### src/rtl/alu_pipe.sv
// alu_pipe: two-stage pipelined WIDTH-bit ALU with N/Z/C/V flags and valid/ready on both sides.
module alu_pipe #(
    parameter int WIDTH = 8
) (
    input  logic             clk,
    input  logic             rst,
    input  logic             in_valid,
    output logic             in_ready,
    input  logic [WIDTH-1:0] in_a,
    input  logic [WIDTH-1:0] in_b,
    input  logic [2:0]       in_op,
    output logic             out_valid,
    input  logic             out_ready,
    output logic [WIDTH-1:0] out_result,
    output logic             out_zero,
    output logic             out_neg,
    output logic             out_carry,
    output logic             out_ovf
);
    localparam int SHW = $clog2(WIDTH);
    logic             s1_valid_q, s1_valid_d, s2_valid_q, s2_valid_d;
    logic [WIDTH-1:0] a_q, a_d, b_q, b_d, res_q, res_d;
    logic [2:0]       op_q, op_d;
    logic             zero_q, zero_d, neg_q, neg_d, carry_q, carry_d, ovf_q, ovf_d;
    logic             s2_free, s1_adv, accept;
    logic [WIDTH:0]   sum, diff;
    logic [SHW-1:0]   amt;
    logic [WIDTH-1:0] alu;
    logic             alu_c, alu_v;
    always_comb begin
        s2_free  = !s2_valid_q | out_ready;
        s1_adv   = s1_valid_q & s2_free;
        in_ready = !rst & (!s1_valid_q | s2_free);
        accept   = in_valid & in_ready;
        sum      = {1'b0, a_q} + {1'b0, b_q};
        diff     = {1'b0, a_q} - {1'b0, b_q};
        amt      = b_q[SHW-1:0];
        alu_c    = 1'b0;
        alu_v    = 1'b0;
        // Shifts by >= WIDTH (non-power-of-2 WIDTH) naturally produce 0.
        case (op_q)
            3'd0: begin
                alu   = sum[WIDTH-1:0];
                alu_c = sum[WIDTH];
                alu_v = (a_q[WIDTH-1] == b_q[WIDTH-1]) & (sum[WIDTH-1] != a_q[WIDTH-1]);
            end
            3'd1: begin
                alu   = diff[WIDTH-1:0];
                alu_c = diff[WIDTH];
                alu_v = (a_q[WIDTH-1] != b_q[WIDTH-1]) & (diff[WIDTH-1] != a_q[WIDTH-1]);
            end
            3'd2:    alu = a_q & b_q;
            3'd3:    alu = a_q | b_q;
            3'd4:    alu = a_q ^ b_q;
            3'd5:    alu = {{(WIDTH-1){1'b0}}, $signed(a_q) < $signed(b_q)};
            3'd6:    alu = a_q << amt;
            default: alu = a_q >> amt;
        endcase
        s1_valid_d = accept | (s1_valid_q & !s2_free);
        a_d        = accept ? in_a : a_q;
        b_d        = accept ? in_b : b_q;
        op_d       = accept ? in_op : op_q;
        s2_valid_d = s2_free ? s1_valid_q : s2_valid_q;
        res_d      = s1_adv ? alu : res_q;
        zero_d     = s1_adv ? (alu == '0) : zero_q;
        neg_d      = s1_adv ? alu[WIDTH-1] : neg_q;
        carry_d    = s1_adv ? alu_c : carry_q;
        ovf_d      = s1_adv ? alu_v : ovf_q;
        out_valid  = s2_valid_q;
        out_result = res_q;
        out_zero   = zero_q;
        out_neg    = neg_q;
        out_carry  = carry_q;
        out_ovf    = ovf_q;
    end
    always_ff @(posedge clk) begin
        if (rst) begin
            s1_valid_q <= 1'b0;
            s2_valid_q <= 1'b0;
            a_q        <= '0;
            b_q        <= '0;
            op_q       <= '0;
            res_q      <= '0;
            zero_q     <= 1'b0;
            neg_q      <= 1'b0;
            carry_q    <= 1'b0;
            ovf_q      <= 1'b0;
        end else begin
            s1_valid_q <= s1_valid_d;
            s2_valid_q <= s2_valid_d;
            a_q        <= a_d;
            b_q        <= b_d;
            op_q       <= op_d;
            res_q      <= res_d;
            zero_q     <= zero_d;
            neg_q      <= neg_d;
            carry_q    <= carry_d;
            ovf_q      <= ovf_d;
        end
    end
endmodule

### config.mk
export PLATFORM = sky130hd
export DESIGN_NAME = alu_pipe
export DESIGN_NICKNAME = d
export VERILOG_FILES = /design/src/rtl/alu_pipe.sv
export SDC_FILE = /design/constraint.sdc
export NUM_CORES = 1
export LEC_CHECK = 0
export ABC_AREA = 1
export BUFFER_PORTS_ARGS = -buffer_cell sky130_fd_sc_hd__buf_2
export CELL_PAD_IN_SITES_DETAIL_PLACEMENT = 0
export CELL_PAD_IN_SITES_GLOBAL_PLACEMENT = 1
export CORE_ASPECT_RATIO = 1.75
export CORE_UTILIZATION = 45
export CTS_CLUSTER_SIZE = 28
export DETAILED_ROUTE_END_ITERATION = 10
export PLACE_DENSITY = 0.95
export SETUP_SLACK_MARGIN = 0.5
export SLEW_MARGIN = 20
export SYNTH_ARGS = -nofsm -noshare
export SYNTH_HDL_FRONTEND = slang
export SYNTH_SLANG_ARGS = --single-unit
### constraint.sdc
create_clock -name clk -period 5.7 [get_ports clk]
set_input_delay 1.14 -clock clk [delete_from_list [all_inputs] [get_ports clk]]
set_output_delay 1.14 -clock clk [all_outputs]
set_load 0.005 [all_outputs]
# Yosys cells after proc, flatten, opt, wreduce, memory -nomap -nowiden
# Index checks and enable logic that the tools add are counted.
# totals
reg_bits	33
inputBits	23
output_inout_bits	14
wordCells	46
# op_classes
add_sub_neg	2
order_cmp	1
n_eq_ne	10
n_shift	2
mux	3
bitwise_logic	12
n_reduce_logical	6
# ops
op	n
8-bit one-hot mux with 7 select lines	1
8-bit by 8-bit adder with 9-bit output	1
3-bit equality test, second input constant	3
8-bit by 8-bit subtractor with 9-bit output	1
8-bit AND	1
8-bit logical NOT	1
8-bit less-than comparator	1
8-bit bitwise OR	1
8-bit by 3-bit << shifter with 8-bit output	1
8-bit by 3-bit right shift with 8-bit output	1
8-bit bitwise XOR	1
1-bit AND	6
3-bit by 2-bit equality test with 1-bit output, second input constant	2
1-bit logical NOT	4
1-bit one-hot mux with 2 select lines	2
3-bit by 1-bit equality test with 1-bit output, second input constant	1
3-bit logical NOT	1
1-bit inequality test	3
1-bit bitwise OR	3
1-bit equality test	1

# Longest topological paths before layout
# depth
depth_word	6
depth_mapped	15
depth_no_buf	14

# Worst setup path after synthesis
# No wires, ideal clock.
# synth_path
path_type	input port to output port
start	input rst
end	output in_ready
arrival_time_ns	1.548
required_ns	4.560
path_slack_ns	3.012
cell_stages	4
n_path_buf	1
path_cell_list	buf_2 > inv_1 > nand2_1 > inv_1
# synth_between
elab_chain_len	2
# synth_lines
item	line_no	source
from (decl)	6	input logic rst,
1-bit logical NOT	33	in_ready = !rst & (!s1_valid_q | s2_free);
1-bit AND	33	
to (decl)	8	output logic in_ready,
# Every way passes these cells.

# Worst setup path after layout
# Ends and elaborated chain as after synthesis.

==> impl_metrics.yaml <==
run_status:
  outcome: "completed"
critical_path:
  r2r-start: "b_q[1]"
  r2r_end: "out_zero"
  worst-r2r-setup-slack_ps: 3020
  worstPathArrival_ps: 2160
  critPathMaxFanout: 26
  start_kind: "input pin"
  end_kind: "output pin"
  startpoint: "rst"
  worstPathRequired_ps: 4560
  worstSetupPathType: "in -> out"
  reg2reg_depth: 13
detailed_routing:
  drc: 0
  vias_per_cell: 5.45
  wl_per_cell_um: 14.9
  firstDrtPassIters: 4
  first_iter_violations: 195
  dr_total_vias: 3167
  drtAntennaViolNets: 0
  wirelength_um: 8650
placement:
  post_dp_cell_area_um2: 3220
  gp_congestion: 0.974
  dp.cells: 573
  dpl.hpwl_um: 6830
  io_buffers: 36
die:
  row_count: 39
  die_h_um: 111
  core_area_um2: 6590
  initial_core_util_pct: 46.7
  io_pins: 37
  die_area_um2: 7190
  die_w_um: 64.5
power:
  total_power_mw: 0.778
  vdd_drop_max_mv: 0.132
  p_per_area_nw_per_um2: 231
  leakagePower_nw: 1.68
clock_network:
  numCtsBuffers: 5
  cts-resized-gates: 0
  cts_hold_buf: 0
  cts_root_buffer: "clkbuf_16"
  cts_tree: "yes"
  cts_max_level: 2
  clkSinkCount: 32
  clockBufferDepth: 2
  clkSlewWorstSetupHoldPaths_ps: 50
  post-cts-setup-buffer-count: 0
  clk_latency_ps: 270
synth:
  yosys.area.top_type: "dfxtp_1"
  ys_types: 35
  synth-seq-cells: 32
  synth_top_area_share_pct: 20.8
  synthTopCellsByArea: "dfxtp_1 (21%), nand2_1 (13%), ha_1 (11%), nand3_1 (11%), inv_1 (6.7%)"
  syn_avg_cell_area_um2: 6.47
  synth_nets: 529
  syn_area_um2: 3080
  ys_seq_area_share_pct: 20.8
  syn-instance-count: 476
  ys_warn_count: 0
sta:
  period_minus_slack_ps: 3300
  maxSlewHeadroom_pct: 53.8
  rsz0062_at_grt: "false"
  final.setup.tns_ps: 0
  fmax_mhz: 303
  worst_pin_slew_ps: 693
  hold_violations: 0
  setup_viol: 0
  final-max-slew-violation-count: 0
  finalClockSkew_ps: 4.31
  fin_crit_sh_pct: 57.8
min_path:
  min_to: "out_zero"
  holdPathStages: 2
  hp-class: "reg -> reg"
  hp-start: "out_zero"
cells_and_area:
  seqCellArea_um2: 641
  multi_input_area_um2: 2040
  antennaDiodeCount: 0
  nets: 551
  area_growth_pct: 9.47
  num-fill-cells: 703
  final_cells: 581
  final_cell_area_um2: 3370
  drive_above_1_share_pct: 15.2
global_route:
  grtUsageMet3_pct: 3.59
  grt_max_degree: 39
  grt_pass1_vias: 3081
  use_met1_pct: 28.5
  grt_pass1_wl_um: 14500
  top_usage_layer: "met2"
  use_met2_pct: 44.4
  grt_use_total_pct: 26.2
  antenna_found_initial: 0
  globalRouteOverflowTotal: 0
flow_run:
  maxCapViolCount: 0
==> synth_stat cells <==
master	instances
nand3_2	5
o21ai_0	9
o21ai_1	7
nand3_4	1
nor4_1	1
nor2_1	53
or2_1	1
nor2_2	3
nand2_2	6
and2_1	1
clkbuf_1	5
nand2_4	3
fa_1	2
buf_6	5
ha_1	28
nor2_4	2
a21oi_2	1
clkinv_1	1
buf_2	7
xor2_1	3
nand2_1	105
nand3b_1	2
o31ai_1	19
nand3_1	70
or2_0	1
inv_1	55
o211ai_1	8
inv_4	3
o21bai_1	1
nor3_4	2
nand4_1	9
inv_2	6
dfxtp_1	32
buf_4	5
a21oi_1	14
==> flip-flops by register name, summed over array words and instances (netlist names) <==
signal      count
a_q             8
b_q             8
op_q            3
out_carry       1
out_ovf         1
out_result      8
out_valid       1
out_zero        1
s1_valid_q      1
==> worst max-delay path by stage <==
stage / to / slack (ps) / cells past startpoint
floorplan: in_ready / 3010 / 4
global placement: in_ready / 2420 / 5
detailed placement: in_ready / 2400 / 5
CTS: in_ready / 2400 / 5
global route: in_ready / 2300 / 5
finish: in_ready / 2400 / 5
==> layer usage <==
layer  vias up  share of wire, %
met5         -                 0
met4         0               8.1
met3        42               4.3
met2       127                50
met1      1403                38
li1       1595                 -
==> cell type report <==
| cell class | count | area share, % |
|---|---|---|
| Clock buffer | 8 | 4.34 |
| Timing Repair Buffer | 37 | 5.57 |
| Inverter | 65 | 7.46 |
| Multi-Input combinational cell | 357 | 60.6 |
| Sequential cell | 32 | 19.0 |
| Tap cell | 82 | 3.04 |
==> cells by family (layout without fill, tap and decap cells) <==
logic type	after synthesis	count (layout)	share of synthesized area (%)
buffers and inverters	87	110	13.0
xor gates and xnor gates	3	3	0.854
adders and majority gates	30	30	12.7
AOI/OAI and AO/OA	59	59	12.0
DFF	32	32	20.8
and+or+nand+nor	265	265	40.7
==> cell usage in the layout, fill, tap and decap left out, drive strengths merged <==
cell and n:
inv 64, nor4 1, o31ai 19, nor3 2
o21bai 1, clkbuf 8, a21oi 15, nand3b 2
o21ai 16, ha 28, nand4 9, nand3 76
dfxtp 32, and2 1, xor2 3, or2 2
fa 2, buf 37, o211ai 8, clkinv 1
nor2 58, nand2 114
==> where the power goes <==
group	switching (mW)	total (mW)	internal [mW]	leakage, nW
Sequential	0.0278	0.269	0.241	0.264
Clock	0.0934	0.267	0.174	0.0712
Combinational	0.156	0.242	0.0858	1.34
Total	0.277	0.778	0.501	1.68
==> through the flow <==
stage	hold slack (ps)	util [%]	setup WS, ps
after detailed placement	460	48.9	2400
after CTS	468	51.1	2400
after global routing	498	51.1	2300
after global placement	455	48.9	2420
after floorplan	451	-	3010
final	464	51.1	2400
==> critical path, cell delays in order <==
cell and delay [ps]:
buf_2 410, inv_1 270, nand2_1 170, inv_1 50, buf_2 120
No activity file was read; power rests on OpenSTA's default activity.
